**src/rtl/grf_wb_queue.sv**
```systemverilog
// In-order write-back queue in front of the grf write port, with newest-wins forwarding lookup.
// Latency: at least 1 cycle from enqueue to out_we. Backpressure: in_ready = !full, independent of wb_ready.
// Optional GRF_WB_TRACE_EN prints each committed write on its dequeue edge.
module grf_wb_queue #(
  parameter int DEPTH = 4,
  parameter int CW    = $clog2(DEPTH+1)
) (
  input  logic          clk,
  input  logic          reset,
  input  logic          in_valid,
  output logic          in_ready,
  input  logic [31:0]   in_pc,
  input  logic [4:0]    in_addr,
  input  logic [31:0]   in_data,
  input  logic          wb_ready,
  output logic          out_we,
  output logic [31:0]   out_pc,
  output logic [4:0]    out_addr,
  output logic [31:0]   out_data,
  input  logic [4:0]    rd_addr1,
  input  logic [4:0]    rd_addr2,
  output logic          hit1,
  output logic          hit2,
  output logic [31:0]   fwd1,
  output logic [31:0]   fwd2,
  output logic [CW-1:0] count,
  output logic          full,
  output logic          empty
);
  localparam int PW = $clog2(DEPTH);

  logic [31:0]    pc_q   [DEPTH];
  logic [4:0]     addr_q [DEPTH];
  logic [31:0]    data_q [DEPTH];
  logic [DEPTH-1:0] valid_q;
  logic [PW-1:0]  head, tail;
  logic           enq, deq;
  logic [PW-1:0]  idx;

  assign full     = (count == CW'(DEPTH));
  assign empty    = (count == '0);
  assign in_ready = !full;
  // Writes to $0 complete the handshake but never occupy an entry.
  assign enq      = in_valid && in_ready && (in_addr != 5'd0);
  assign out_we   = valid_q[head];
  assign deq      = out_we && wb_ready;

  assign out_pc   = out_we ? pc_q[head]   : 32'd0;
  assign out_addr = out_we ? addr_q[head] : 5'd0;
  assign out_data = out_we ? data_q[head] : 32'd0;

  // Walk oldest to newest so the last match, the newest, wins.
  always_comb begin
    hit1 = 1'b0;
    hit2 = 1'b0;
    fwd1 = 32'd0;
    fwd2 = 32'd0;
    idx  = head;
    for (int i = 0; i < DEPTH; i++) begin
      idx = head + PW'(i);
      if (valid_q[idx] && (rd_addr1 != 5'd0) && (addr_q[idx] == rd_addr1)) begin
        hit1 = 1'b1;
        fwd1 = data_q[idx];
      end
      if (valid_q[idx] && (rd_addr2 != 5'd0) && (addr_q[idx] == rd_addr2)) begin
        hit2 = 1'b1;
        fwd2 = data_q[idx];
      end
    end
  end

  always_ff @(posedge clk or negedge reset) begin
    if (!reset) begin
      head    <= '0;
      tail    <= '0;
      count   <= '0;
      valid_q <= '0;
    end else begin
      if (enq) begin
        valid_q[tail] <= 1'b1;
        tail          <= tail + PW'(1);
      end
      if (deq) begin
        valid_q[head] <= 1'b0;
        head          <= head + PW'(1);
      end
      case ({enq, deq})
        2'b10:   count <= count + CW'(1);
        2'b01:   count <= count - CW'(1);
        default: count <= count;
      endcase
    end
  end

  // Payload needs no reset; out_* are masked while the head is invalid.
  always_ff @(posedge clk) begin
    if (enq) begin
      pc_q[tail]   <= in_pc;
      addr_q[tail] <= in_addr;
      data_q[tail] <= in_data;
    end
  end

`ifdef GRF_WB_TRACE_EN
  always @(posedge clk) begin
    if (reset && deq)
      $display("@%h: $%d <= %h", out_pc, out_addr, out_data);
  end
`else
`endif

endmodule
```
**config.mk**
```make
export PLATFORM = sky130hd
export DESIGN_NAME = grf_wb_queue
export DESIGN_NICKNAME = d
export VERILOG_FILES = /design/src/rtl/grf_wb_queue.sv
export SDC_FILE = /design/constraint.sdc
export NUM_CORES = 1
export LEC_CHECK = 0
export ABC_CLOCK_PERIOD_IN_PS = 6300
export CAP_MARGIN = 20
export CORE_MARGIN = 8
export CORE_UTILIZATION = 58
export CTS_CLUSTER_SIZE = 20
export DETAILED_ROUTE_END_ITERATION = 8
export DONT_BUFFER_PORTS = 1
export PLACE_DENSITY = 0.74
export SYNTH_ARGS = -nofsm -noshare
export SYNTH_HDL_FRONTEND = slang
export SYNTH_SLANG_ARGS = --single-unit
export TNS_END_PERCENT = 5
```
**constraint.sdc**
```tcl
create_clock -name clk -period 6.3 [get_ports clk]
set_input_delay 1.575 -clock clk [delete_from_list [all_inputs] [get_ports clk]]
set_output_delay 1.575 -clock clk [all_outputs]
set_load 0.05 [all_outputs]
```
==> results summary <==
The commonest cells after synthesis are sky130_fd_sc_hd__edfxtp_1, sky130_fd_sc_hd__mux4_2, sky130_fd_sc_hd__mux2i_1. The final-report hold violation count came out at 0. The share of the synthesized area in compound gates (AO/OA/AOI/OAI) is 6.96%. The master of the slowest instance on the critical path is sky130_fd_sc_hd__dfrtp_4. After detailed routing, the average wire length per cell comes to 28.5 um. The post-synthesis mux area share is 27.2%. The highest attainable clock frequency is 0.165 GHz. The endpoint of the worst-slack reg-to-reg timing path is count[2]. The number of antenna violations at the first check in global routing was 0. Counting instances, the worst hold path has a depth of 1. The run finished with clean final reports. The number of buffers added by the clock tree synthesis step came out at 30. The via total after detailed routing is 10129.

The worst min-delay path class is reg -> reg. During synthesis, Yosys emitted a total of 0 warnings. The post-synthesis cell area is 16000 sq um. The peak fanout along the critical path came out at 23.

The global-route wire length before repair came out at 63700 um. For hold timing, the worst endpoint is valid_q[1]. The count of antenna-violating nets left after detailed routing came out at 0. The initial utilization of the core area, before any placement, comes to 58.3%. The cts-stage hold buffer count is 0. The total setup violations reported at the end of the flow came out at 0. STA classifies the critical path startpoint as a flip-flop. The register cell area after layout is 8570 sq um. The number of top-level pins came out at 225. The detailed-route vias per instance came out at 6.98. STA classifies the critical path endpoint as a primary output. The clock sink count came out at 287.

Fill cells in the final layout number 1934. In the global route stage, overall resource usage came out at 24.7%. The number of register bits inferred by synthesis is 287.

The count of pins over their slew limit came out at 0. The clock root buffer master is sky130_fd_sc_hd__clkbuf_16. The worst path needs 6070 ps of the cycle, external delays included. The number of different library cells used by synthesis comes to 49.

The worst hold path begins at valid_q[1]. At the pin with the least slew margin, the transition time is 1100 ps. The worst max-slew margin expressed relative to the limit came out at 26.2%. Max-cap violations in this run came to 0. The total nets after synthesis is 1138. The critical path goes through inv_1 > ha_4 > mux4_2 > xor2_1 > nor4_2 > and4_1 > buf_4 > nor4_4 > buf_4 > a221o_1 > a22o_1 > buf_12. Setup repair after global routing left no endpoint under its margin. The post-layout net count is 1175. The wire length after detailed routing came out at 41400 um. In this design, the critical path's most frequently occurring cell is sky130_fd_sc_hd__buf_4. The gate count of the mapped netlist is 1045.

The clock-pin slew on the worst setup and hold paths came out at 60 ps. TritonCTS built the clock tree. The number of iterations in the first detailed-routing pass came out at 6. The worst stage delay on the critical path came out at 650 ps. Among all flip-flop cells after synthesis, the most frequent one is sky130_fd_sc_hd__edfxtp_1. The multi-input combinational cells in the finished layout cover a total of 7040 sq um. The setup slack after placement came out at 680 ps. The floorplan step defined a core boundary enclosing 27500 sq um.

Once routing completed, OpenROAD measured the worst setup slack at 230 ps. The cell depth of the worst flop-to-flop path is 12. The number of global-route vias before repair came to 10697. The fraction of synthesized cell area taken by the top area cell type came out at 51.7%. The type of the worst setup path is reg -> out.

After floorplanning, the core was divided into 61 placement rows. Buffers placed on the I/O ports in this run total 0. The worst-case clock skew came out at 39.0 ps. For this block, the initial DRC count from the detailed router was 852. The floorplan die area is 33200 sq um. The synthesis-to-layout area growth is 12.2%. The average instance in the mapped netlist occupies 15.3 sq um. The largest net degree at the start of global routing came out at 77.

Summing the areas of all fa, ha and maj instances in the mapped netlist gives 0.827% of the synthesized area. The die boundary height came out at 182 um. Of all cell types, the one taking the most synthesized area is sky130_fd_sc_hd__edfxtp_1. In this run, synthesis inferred 276 flip-flops with an integrated enable. For this run, the register share of the synthesized area comes to 53.4%. Setup total negative slack on the finished layout was measured at 0 ps.

The synthesized netlist devotes 6.28% of its cell area to simple gates. The setup slack of the worst register-to-register path came out at 1850 ps. For the worst setup path, the data required time is 4720 ps. The synthesized-area fraction occupied by xor and xnor cells is 2.40%. The maximum number of buffers from clock root to sink came out at 3. By instance count, the leading cell after synthesis is sky130_fd_sc_hd__edfxtp_1. The final weighted congestion in routability-driven placement is 0.894. The remaining design rule violation count is 0. In the synthesized netlist the async set-or-reset flop fraction comes to 3.83%. At the later pin of the worst-skew pair, clock insertion delay measures 590 ps.

Detailed placement finished with a half-perimeter wire length of 27200 um. The count of antenna diodes in the layout came out at 0. The worst hold slack is 595 ps. The die width came out at 182 um. The number of levels in the clock H-tree came out at 1. The arrival time of the worst setup path is 4490 ps. Global routing finished with a remaining overflow of 0. In this run the critical register-to-register path is launched from head[0]. By area the synthesized netlist is led by sky130_fd_sc_hd__edfxtp_1, sky130_fd_sc_hd__mux4_2, sky130_fd_sc_hd__mux2i_1, sky130_fd_sc_hd__and2_1, sky130_fd_sc_hd__xnor2_1. By area, the combinational part of the netlist is dominated by multiplexers. The fraction of final layout cells sized beyond drive strength 1 came out at 29.9%. The part of the cycle the worst path needs came out at 96.3%.
## worst max-delay path: cells and delay by family, from the launching register on
kind            cells  cell delay (ps)
compound gates      2              530
xor+xnor            1              170
fa+ha+maj           1              390
buf+inv             4              830
flops               1              650
mux                 1              550
simple gates        3              800
## routing by layer
layer	vias to the layer above	track usage, %	share of wire (%)	wire length, um
li1	4328	-	-	-
met1	5183	29.8	37	15400
met2	519	40.3	48	19800
met3	99	8.75	11	4480
met4	0	10.2	4.1	1690
met5	-	0	0	0
## cells by family (layout without fill, tap and decap cells)
group                      Yosys count  count (layout)
buffers and inverters              103             163
muxes                              247             247
AOI/OAI and AO/OA                  170             170
xor gates and xnor gates            44              44
DFF                                287             287
and+or+nand+nor                    184             184
adders and majority gates           10              10
## sequential cells by signal, indices dropped and copies added, names as in the netlist
register  cells
count         3
pc_q        128
addr_q       20
valid_q       4
data_q      128
tail          2
head          2
## metrics by stage
step                area, sq um  util (%)  std cells
finish                    18000      65.5       1451
CTS                       18000      65.4       1450
global route              18000      65.5       1451
floorplan                 16000         -       1045
global placement          16900      61.7       1395
detailed placement        16900      61.7       1395
## layout by cell type, fill, tap and decap left out, types with 25 or more instances in the layout
cell type and instances:
sky130_fd_sc_hd__nor3_1 26, sky130_fd_sc_hd__clkbuf_16 30, sky130_fd_sc_hd__edfxtp_1 276, sky130_fd_sc_hd__nand2_1 36
sky130_fd_sc_hd__buf_4 86, sky130_fd_sc_hd__a21oi_1 46, sky130_fd_sc_hd__mux4_2 149, sky130_fd_sc_hd__xnor2_1 33
sky130_fd_sc_hd__mux2i_1 81, sky130_fd_sc_hd__nor2_1 25, sky130_fd_sc_hd__and2_1 64
## cell type report
class | count | area share, %
repair buffers | 98 | 4.88
well taps | 346 | 2.41
multi-input cells | 655 | 39.1
clock inverters | 23 | 1.45
clock buffers | 32 | 4.27
inverters | 10 | 0.209
flip-flops and latches | 287 | 47.6
## worst max-delay path by stage
stage	start	end	slack, ps
final	head[0]	fwd2[1]	230
after global routing	head[0]	fwd1[28]	20
after CTS	head[0]	fwd2[31]	70
after detailed placement	head[0]	fwd2[31]	680
after global placement	head[0]	fwd2[31]	770
after floorplan	head[1]	fwd2[31]	610
## what timing repair did
| action | CTS | global route |
|---|---|---|
| setup endpoints to repair | 0 | 29 |
| resized for setup | 0 | 1 |
| buffers inserted | 0 | 1 |
Power is left out: the tool's default activity adds up to more than one toggle a clock period on the data nets, which glitch-free logic cannot reach.
